`config.mk`:
```
export PLATFORM = sky130hd
export DESIGN_NAME = if_id_queue
export DESIGN_NICKNAME = d
export VERILOG_FILES = /design/src/rtl/cpu_pkg.sv /design/src/rtl/if_id_queue.sv
export SDC_FILE = /design/constraint.sdc
export NUM_CORES = 1
export LEC_CHECK = 0
export ABC_CLOCK_PERIOD_IN_PS = 1900
export CORE_MARGIN = 2
export CORE_UTILIZATION = 37
export CTS_CLUSTER_DIAMETER = 40
export DETAILED_ROUTE_END_ITERATION = 10
export SKIP_CTS_REPAIR_TIMING = 1
export SLEW_MARGIN = 20
export SYNTH_ARGS = -nofsm -noshare
export SYNTH_HDL_FRONTEND = slang
export SYNTH_SLANG_ARGS = --single-unit
```
`constraint.sdc`:
```
create_clock -name clk -period 1.9 [get_ports clk]
set_clock_uncertainty 0.05 [all_clocks]
set_input_delay 0.285 -clock clk [delete_from_list [all_inputs] [get_ports clk]]
set_output_delay 0.285 -clock clk [all_outputs]
set_load 0.02 [all_outputs]
```
`src/rtl/cpu_pkg.sv`:
```
// cpu_pkg -- shared CPU-wide widths, constants and basic types.
//   INSTR_W   : instruction word width
//   PC_W      : program counter width
//   NOP_INSTR : encoding presented to decode when no instruction is valid
//   instr_t   : instruction word type
//   pc_t      : program counter type
package cpu_pkg;

  localparam int INSTR_W = 16;
  localparam int PC_W    = 16;

  typedef logic [INSTR_W-1:0] instr_t;
  typedef logic [PC_W-1:0]    pc_t;

  localparam instr_t NOP_INSTR = 16'h0000;

endpackage : cpu_pkg

```
`src/rtl/if_id_queue.sv`:
```
// if_id_queue -- circular instruction queue between fetch and decode.
//
// Ports:
//   clk       : clock, all state updates on the rising edge
//   rst_n     : asynchronous active-low reset
//   if_valid  : fetch presents an instruction this cycle
//   if_instr  : fetched instruction word
//   if_pc_inc : PC+1 belonging to if_instr
//   if_ready  : queue accepts a push (fetch stalls on !if_ready)
//   flush     : taken Call/Branch/Ret, squashes queued and incoming entries
//   id_valid  : head entry is presented to decode
//   id_instr  : head instruction, NOP when id_valid=0
//   id_pc_inc : head PC+1, zero when id_valid=0
//   id_ready  : decode consumes the head this cycle
//   count     : current occupancy
//
// An entry pushed at edge N is visible on id_* right after edge N; there is
// no bypass around an empty queue. if_ready and id_valid come only from the
// registered count, so neither handshake combinationally depends on the other
// side.
module if_id_queue
  import cpu_pkg::*;
#(
  parameter int DEPTH = 2
) (
  input  logic                       clk,
  input  logic                       rst_n,
  input  logic                       if_valid,
  input  instr_t                     if_instr,
  input  pc_t                        if_pc_inc,
  output logic                       if_ready,
  input  logic                       flush,
  output logic                       id_valid,
  output instr_t                     id_instr,
  output pc_t                        id_pc_inc,
  input  logic                       id_ready,
  output logic [$clog2(DEPTH+1)-1:0] count
);

  localparam int PTR_W = $clog2(DEPTH);
  localparam int CNT_W = $clog2(DEPTH+1);

  typedef struct packed {
    instr_t instr;
    pc_t    pc_inc;
  } entry_t;

  typedef enum logic [1:0] {
    OCC_EMPTY,
    OCC_PARTIAL,
    OCC_FULL
  } occ_e;

  entry_t             mem_q [DEPTH];
  entry_t             mem_d [DEPTH];
  logic [PTR_W-1:0]   wr_ptr_q, wr_ptr_d;
  logic [PTR_W-1:0]   rd_ptr_q, rd_ptr_d;
  logic [CNT_W-1:0]   count_q, count_d;

  occ_e               occ;
  logic               push;
  logic               pop;

  // Occupancy decode from registered count only.
  always_comb begin
    occ = OCC_PARTIAL;
    if (count_q == '0) begin
      occ = OCC_EMPTY;
    end else if (count_q == CNT_W'(DEPTH)) begin
      occ = OCC_FULL;
    end
  end

  assign if_ready = (occ != OCC_FULL);
  assign id_valid = (occ != OCC_EMPTY);

  // Flush masks both handshakes, so the same-cycle push/pop are discarded.
  assign push = if_valid & if_ready & ~flush;
  assign pop  = id_valid & id_ready & ~flush;

  always_comb begin
    mem_d    = mem_q;
    wr_ptr_d = wr_ptr_q;
    rd_ptr_d = rd_ptr_q;
    count_d  = count_q;
    if (flush) begin
      // Storage is left as is; a zero count makes it unreachable.
      wr_ptr_d = '0;
      rd_ptr_d = '0;
      count_d  = '0;
    end else begin
      if (push) begin
        mem_d[wr_ptr_q] = '{instr: if_instr, pc_inc: if_pc_inc};
        // DEPTH is a power of two, so the pointer wraps naturally.
        wr_ptr_d = wr_ptr_q + PTR_W'(1);
      end
      if (pop) begin
        rd_ptr_d = rd_ptr_q + PTR_W'(1);
      end
      count_d = count_q + CNT_W'(push) - CNT_W'(pop);
    end
  end

  always_ff @(posedge clk or negedge rst_n) begin
    if (!rst_n) begin
      wr_ptr_q <= '0;
      rd_ptr_q <= '0;
      count_q  <= '0;
      for (int i = 0; i < DEPTH; i++) begin
        mem_q[i] <= '0;
      end
    end else begin
      wr_ptr_q <= wr_ptr_d;
      rd_ptr_q <= rd_ptr_d;
      count_q  <= count_d;
      for (int i = 0; i < DEPTH; i++) begin
        mem_q[i] <= mem_d[i];
      end
    end
  end

  assign id_instr  = id_valid ? mem_q[rd_ptr_q].instr  : NOP_INSTR;
  assign id_pc_inc = id_valid ? mem_q[rd_ptr_q].pc_inc : pc_t'(0);
  assign count     = count_q;

endmodule : if_id_queue

```
# Yosys cells after proc, flatten, opt, wreduce, memory -nomap -nowiden
# Cells that the tools add are included.
dict set report classes {
  addsub 4
  mul 0
  n_div 0
  n_lt_le_gt_ge 3
  eq_ne 2
  shifts 0
  muxes 15
  bitwise_logic 7
  reduce_logical 6
}
# cell count
set ops {}
lappend ops {{32-bit 2-to-1 mux} 4}
lappend ops {{64-bit bitwise mux} 1}
lappend ops {{32-bit demux with 1-bit select} 1}
lappend ops {{16-bit 2-to-1 mux} 2}
lappend ops {{2-bit 2-to-1 mux} 3}
lappend ops {{2-bit nonzero test} 3}
lappend ops {{1-bit AND} 4}
lappend ops {{2-bit greater-or-equal comparator (second input constant)} 2}
lappend ops {{1-bit 2-to-1 mux} 4}
lappend ops {{1-bit inverter with 2-bit output} 2}
lappend ops {{1-bit adder (second input constant)} 2}
lappend ops {{2-bit by 1-bit adder with 2-bit output} 1}
lappend ops {{2-bit == test (second input constant)} 1}
lappend ops {{2-bit zero test} 1}
lappend ops {{2-bit by 1-bit < comparator with 1-bit output (second input constant)} 1}
lappend ops {{2-bit inequality test (second input constant)} 1}
lappend ops {{2-bit AND reduction} 1}
lappend ops {{2-bit by 1-bit subtractor with 2-bit output} 1}
lappend ops {{1-bit logical AND} 1}
lappend ops {{1-bit inverter} 1}
dict set report word_totals {
  reg_bits 68
  latchBits 0
  ram_bits 0
  mem_bits_ro 0
  output_inout_bits 36
  elab_cells 44
  n_memories 0
}

# Longest topological paths before layout
# Gate-level depths: netlist of the first run.
dict set report depth {
  ltp_word 9
  mapped_depth 8
  depth_no_buf 8
}

# Least setup slack after synthesis of the first run
# Ideal clock, no wire load.
dict set report synth_path {
  path_type {register to register}
  start {register count_q[1] (netlist: count[1])}
  end {register count_q[1] (netlist: count[1])}
  setup_ns 0.086
  arrival_ns 1.827
  t_required_ns 1.764
  setup_slack_ns -0.063
  stages_incl_launch_ff 9
  path_buffers 0
  synth_period_minus_slack_ns 1.963
  path_cell_list {dfrtp_1 > nor2b_4 > or3_1 > ha_1 > inv_1 > ha_1 > xor2_1 > and2_1 > nor3_1}
}
dict set report synth_between {
  elab_chain_cells 9
}
# element line
set synth_rtl {}
lappend synth_rtl {{start: declaration} if_id_queue.sv:58} ;# logic [CNT_W-1:0] count_q, count_d;
lappend synth_rtl {{start signal: assignment} if_id_queue.sv:115} ;# count_q <= count_d;
lappend synth_rtl {{2-bit == test} if_id_queue.sv:69} ;# end else if (count_q == CNT_W'(DEPTH)) begin
lappend synth_rtl {{2-bit 2-to-1 mux} if_id_queue.sv:69}
lappend synth_rtl {{2-bit 2-to-1 mux} if_id_queue.sv:67} ;# if (count_q == '0) begin
lappend synth_rtl {{2-bit inequality test} if_id_queue.sv:74} ;# assign if_ready = (occ != OCC_FULL);
lappend synth_rtl {{1-bit AND (2 in a row)} if_id_queue.sv:78} ;# assign push = if_valid & if_ready & ~flush;
lappend synth_rtl {{2-bit by 1-bit adder with 2-bit output} if_id_queue.sv:100} ;# count_d = count_q + CNT_W'(push) - CNT_W'(pop);
lappend synth_rtl {{2-bit by 1-bit subtractor with 2-bit output *} if_id_queue.sv:100}
lappend synth_rtl {{2-bit 2-to-1 mux *} if_id_queue.sv:86} ;# if (flush) begin
lappend synth_rtl {{via count_d[1]} if_id_queue.sv:58}
# Mark *: on every way through the listed nets, which the timed path passes. The rest lies on a longest branch.
# A chain may end at the register's enable or synchronous reset.

# Worst setup path after layout of the first run
# Ends and elaborated chain as after synthesis.

==> flow_summary.json, run 1 <==
{
  "fin_ws_ps": -41.6,
  "r2r_slack_ps": -40,
  "clock_path_buffers": 2,
  "violations": "setup timing",
  "syn-num-nets": 271,
  "place.detailed.hpwl_um": 4110,
  "vias_per_cell": 4.88,
  "wl_per_cell_um": 14.7,
  "final_area_um2": 4190,
  "synthAdderAreaFrac_pct": 0.803,
  "synth_top_area_share_pct": 54.6,
  "p_switching_mw": 1.49,
  "power.total_mw": 4.91,
  "synthCells": 232,
  "whs_ps": 448,
  "die-area_um2": 9170,
  "min_path_type": "in -> async",
  "start_util_pct": 38.1,
  "die_w_um": 95.8,
  "fin_crit_ps": 1940,
  "yosys.area_share.simple_pct": 6.90,
  "synth-compound-area-share_pct": 0.482,
  "max-slew-margin-rel_pct": 75.9,
  "synth_cell_types": 21,
  "clock.fmax_mhz": 515,
  "grt_max_degree": 69,
  "ant_nets": 0,
  "worstSkewPairLatency_ps": 330,
  "muxShareOfSynthArea_pct": 33.4,
  "antenna_found_initial": 0,
  "synth_area_leaders": "dfrtp_1, mux2_2, mux2i_1",
  "fp-row-count": 33,
  "drt_wl_total_um": 6240,
  "rr_worst_depth": 8,
  "drt-met1-wl_um": 2770,
  "path_clk_slew_ps": 60,
  "num_vias": 2076,
  "numCtsBuffers": 9,
  "synth_top_family_by_area": "multiplexers",
  "clockRootBuffer": "clkbuf_8",
  "max_cap_viol_count": 0,
  "yosysSeqAreaShare_pct": 54.6,
  "seq_power_share_pct": 43.9,
  "rr_endpoint": "count[1]",
  "cts_tree": "yes",
  "synth.cell_area_um2": 3120,
  "tightest_slew_ps": 362,
  "peakVddDrop_uv": 551,
  "endpoint_kind": "flip-flop",
  "yosys_warnings": 0,
  "grt_use_total_pct": 14.9,
  "startpoint_type": "flip-flop",
  "diodes": 0,
  "grt_pass1_vias": 2138,
  "outcome": "finished, violations left",
  "wl_met2_um": 2990,
  "dpl_cell_area_um2": 4080,
  "grt_pass1_wl_um": 10300,
  "syn_area_per_cell_um2": 13.4,
  "path_max_fanout": 4,
  "cp.arrival_ps": 2140,
  "core-area_um2": 8180,
  "gp_congestion": 0.734,
  "dr_wl_met3_um": 447,
  "htreeDepth": 3,
  "layout.nets": 357,
  "drive_gt1_share_pct": 39.1,
  "top_layer": "met4",
  "io_pins": 73,
  "fin_crit_sh_pct": 102,
  "hold_viol_final": 0,
  "final_cells": 425,
  "numClockSinks": 68,
  "ys_ff_latch": 68,
  "internal_power_mw": 3.42,
  "drc": 0,
  "drt_iter0_drc": 36,
  "p_clk_share_pct": 22.4,
  "cp.required_ps": 2100,
  "dp.cells": 410,
  "synth_top_cell_by_area": "dfrtp_1",
  "power.share.switching_pct": 30.3,
  "power.density_nw_per_um2": 1170,
  "pwr-share-comb_pct": 33.7,
  "rr_startpoint": "count[1]",
  "port_buffers": 72,
  "rsz0062_at_grt": "yes",
  "finalSetupViolCount": 1,
  "area_growth_syn_to_layout_pct": 34.4,
  "path_class": "reg -> reg",
  "synth_xor_area_share_pct": 0.562,
  "drt_pre_antenna_iters": 4,
  "p_leak_nw": 1.92,
  "grt_overflow": 0,
  "slew_viol_final": 0,
  "die_h_um": 95.8
}
stage by stage:
| step | worst slack, ps | util [%] | setup TNS (ps) |
|---|---|---|---|
| finish | -41.6 | 51.2 | -41.6 |
| global route | -156 | 51.2 | -203 |
| CTS | -323 | 52.0 | -9980 |
| detailed placement | -365 | 49.8 | -7240 |
| global placement | -331 | 49.8 | -6680 |
| floorplan | -33.2 | - | -33.2 |
layout make-up:
type	count	area, µm²
fill	746	3990
sequential	68	1710
multi-input combinational	147	1340
timing repair buffer	88	823
clock buffer	10	138
tap	105	131
clock inverter	3	40.0
inverter	4	15.0
flip-flops by register name (all words and copies together) (netlist names):
name      cells
rd_ptr_q      1
count         2
mem_q        64
wr_ptr_q      1
synthesized netlist by cell type, drive strengths merged:
cell type and instances:
inv 4, clkbuf 4, nand4b 1, nor4 1, nor3 1, o21ai 2, xor2 2, mux2i 32
ha 2, nor2b 2, buf 9, nor2 36, a21oi 1, mux2 64, and2 1, or3 2
dfrtp 68
cell usage in the layout (no fill, tap or decap), types with 2 or more instances in the layout:
| cell | netlist | routed |
|---|---|---|
| inv_1 | 4 | 4 |
| clkinv_2 | 0 | 2 |
| buf_4 | 3 | 8 |
| dfrtp_1 | 68 | 65 |
| clkbuf_8 | 0 | 10 |
| mux2i_1 | 32 | 32 |
| nor2_1 | 36 | 35 |
| dfrtp_2 | 0 | 3 |
| mux2_2 | 61 | 61 |
| clkbuf_2 | 0 | 25 |
| mux2_1 | 3 | 3 |
| clkdlybuf4s50_1 | 0 | 37 |
| buf_12 | 0 | 7 |
| dlymetal6s2s_1 | 0 | 9 |
| or3_1 | 2 | 2 |
power by group through the flow:
stage / registers (mW) / logic [mW] / clock network (mW)
final: 2.16 / 1.66 / 1.10
after global routing: 2.23 / 1.81 / 1.21
after CTS: 2.16 / 1.81 / 1.15
after detailed placement: 2.19 / 1.80 / 0
after global placement: 2.16 / 1.78 / 0
after floorplan: 2.13 / 1.10 / 0
critical path, cell delays in order, from the launching register on:
cell	delay (ps)
dfrtp_2	430
nor2b_4	130
or3_1	360
ha_1	280
inv_1	40
ha_2	170
xor2_2	170
and2_1	150
nor3_2	90
metal layers:
layer / global-route usage, % / vias to the layer above
met5: 0 / -
met4: 3.57 / 0
met3: 6.11 / 7
met2: 23.8 / 59
met1: 18.9 / 1034
li1: - / 976
cell families after synthesis:
logic type	count (synthesis)
muxes	96
buffers and inverters	17
adders and majority gates	2
xor gates and xnor gates	2
and+or+nand+nor	44
DFF	68
AOI/OAI and AO/OA	3
worst max path at each step:
stage,start,end,slack (ps),depth (start not counted)
after detailed placement,if_valid,count[1],-370,9
after floorplan,count[1],count[1],-30,8
after global placement,if_valid,count[1],-330,9
after global routing,count[1],count[1],-160,8
final,count[1],count[1],-40,8
after CTS,rd_ptr_q,id_instr[12],-320,4
No activity file was read; power rests on OpenSTA's default activity.
==> run 2, diff against run 1 <==
Settings changed: CORE_ASPECT_RATIO from default to 1.4.
==> run 2 against run 1 <==
Compared with the run above: the flow still finishes with violations (setup timing); non-clock buffer count shrank 1; setup slack better by 33 ps; highest routed layer unchanged; final area is 5.7% higher.
==> flow_summary.json, run 2 (synthesis results as in run 1) <==
{
  "area_growth_syn_to_layout_pct": 42.1,
  "seqCellArea_um2": 1710,
  "clock.fmax_mhz": 524,
  "grt_use_total_pct": 15.0,
  "max-slew-margin-rel_pct": 74.5,
  "drt_iter0_drc": 64,
  "gp_congestion": 0.696,
  "clockRootBuffer": "clkbuf_16",
  "outcome": "finished, violations left",
  "diodes": 0,
  "crit_family": "simple AND/OR/NAND/NOR gates",
  "numCtsBuffers": 9,
  "fp-row-count": 39,
  "clock_path_buffers": 2,
  "multi_input_area_um2": 1340,
  "p_clk_share_pct": 32.9,
  "path_cells": "nor2b_4 > or3_1 > ha_1 > inv_1 > ha_2 > xor2_2 > and2_4 > nor3_2",
  "finalSetupViolCount": 1,
  "tightest_slew_ps": 383,
  "numClockSinks": 68,
  "slowest_stage": "dfrtp_2",
  "top_register": "mem_q",
  "p_switching_mw": 1.62,
  "power.share.switching_pct": 28.1,
  "endpoint_kind": "flip-flop",
  "layout.nets": 356,
  "grt_pass1_wl_um": 10300,
  "whs_ps": 436,
  "p_leak_nw": 2.17,
  "cts_tree": "yes",
  "drc": 0,
  "die_h_um": 113,
  "seq_power_share_pct": 37.5,
  "min_path_type": "in -> async",
  "cp.required_ps": 2060,
  "htreeDepth": 3,
  "pwr-share-comb_pct": 29.5,
  "peakVddDrop_uv": 585,
  "power.density_nw_per_um2": 1300,
  "fin_crit_sh_pct": 100,
  "fin_ws_ps": -8.19,
  "place.detailed.hpwl_um": 4140,
  "ant_nets": 0,
  "slew_viol_final": 0,
  "path_class": "reg -> reg",
  "die_w_um": 81.6,
  "drt_wl_total_um": 6470,
  "path_clk_slew_ps": 60,
  "largest_reg_flops": 64,
  "io_pins": 73,
  "grt_max_degree": 69,
  "vias_per_cell": 4.90,
  "cp_slowest_stage_delay_ps": 430,
  "internal_power_mw": 4.13,
  "antenna_found_initial": 0,
  "mostFrequentLayoutCell": "dfrtp_1",
  "num_vias": 2077,
  "path_buf_inv": 1,
  "rsz0062_at_grt": "yes",
  "drt_pre_antenna_iters": 5,
  "die-area_um2": 9180,
  "fin_crit_ps": 1910,
  "start_util_pct": 38.2,
  "grt_overflow": 0,
  "startpoint_type": "flip-flop",
  "path_max_fanout": 5,
  "nFillCells": 706,
  "drive_gt1_share_pct": 36.0,
  "grt_pass1_vias": 2090,
  "max_cap_viol_count": 0,
  "fin_util_pct": 54.3,
  "core-area_um2": 8150,
  "cp.arrival_ps": 2070,
  "layout_common_cells": "dfrtp_1, mux2_2, clkdlybuf4s50_1",
  "wl_per_cell_um": 15.3,
  "worstSkewPairLatency_ps": 320,
  "port_buffers": 72,
  "hold_viol_final": 0,
  "violations": "setup timing"
}
==> run 2: layout make-up <==
class	instances	share of cell area, %
Sequential cell	68	38.5
Multi-Input combinational cell	147	30.2
Timing Repair Buffer	87	20.3
Clock buffer	10	5.17
Tap cell	102	2.88
Clock inverter	6	2.51
Inverter	4	0.339
==> run 2: path summary, 6_finish.rpt <==
| check | cells past startpoint | slack, ps | startpoint | to |
|---|---|---|---|---|
| worst max-delay path | 8 | -8 | count[1] | count[1] |
| worst min-delay path | 3 | 440 | rst_n | mem_q[3] |
| worst max register to register | 8 | -8 | count[1] | count[1] |
| worst min register to register | 1 | 440 | mem_q[36] | mem_q[36] |
| max in group asynchronous | 3 | 1020 | rst_n | mem_q[43] |
| min in group clk | 1 | 440 | mem_q[36] | mem_q[36] |
==> run 2: routing by layer <==
metal / up-vias / GRT usage, % / wire (µm)
met5: - / 0 / 0
met2: 42 / 23.8 / 3160
li1: 977 / - / -
met1: 1050 / 19.0 / 2900
met3: 8 / 3.78 / 278
met4: 0 / 7.00 / 122
==> run 2: power by group through the flow <==
stage	sequential, mW	clock [mW]	combinational, mW
3_3_place_gp	2.17	0	1.77
4_1_cts	2.16	1.92	1.80
2_1_floorplan	2.13	0	1.10
5_1_grt	2.23	2.00	1.85
3_5_place_dp	2.19	0	1.80
6_report	2.16	1.89	1.70
==> run 2: stage by stage <==
step	TNS [ps]	power (mW)	setup slack, ps	std cells	instance area, µm²
2_1_floorplan	-33.2	3.23	-33.2	232	3120
3_3_place_gp	-7130	3.94	-346	405	4060
3_5_place_dp	-7450	3.98	-381	405	4060
4_1_cts	-9280	5.88	-324	421	4400
5_1_grt	-119	6.07	-93.5	424	4430
6_report	-8.19	5.75	-8.19	424	4430
==> run 2: worst min-delay path, cell delays in order <==
cell and delay [ps]:
dlygate4sd3_1 520, buf_2 120, buf_12 300
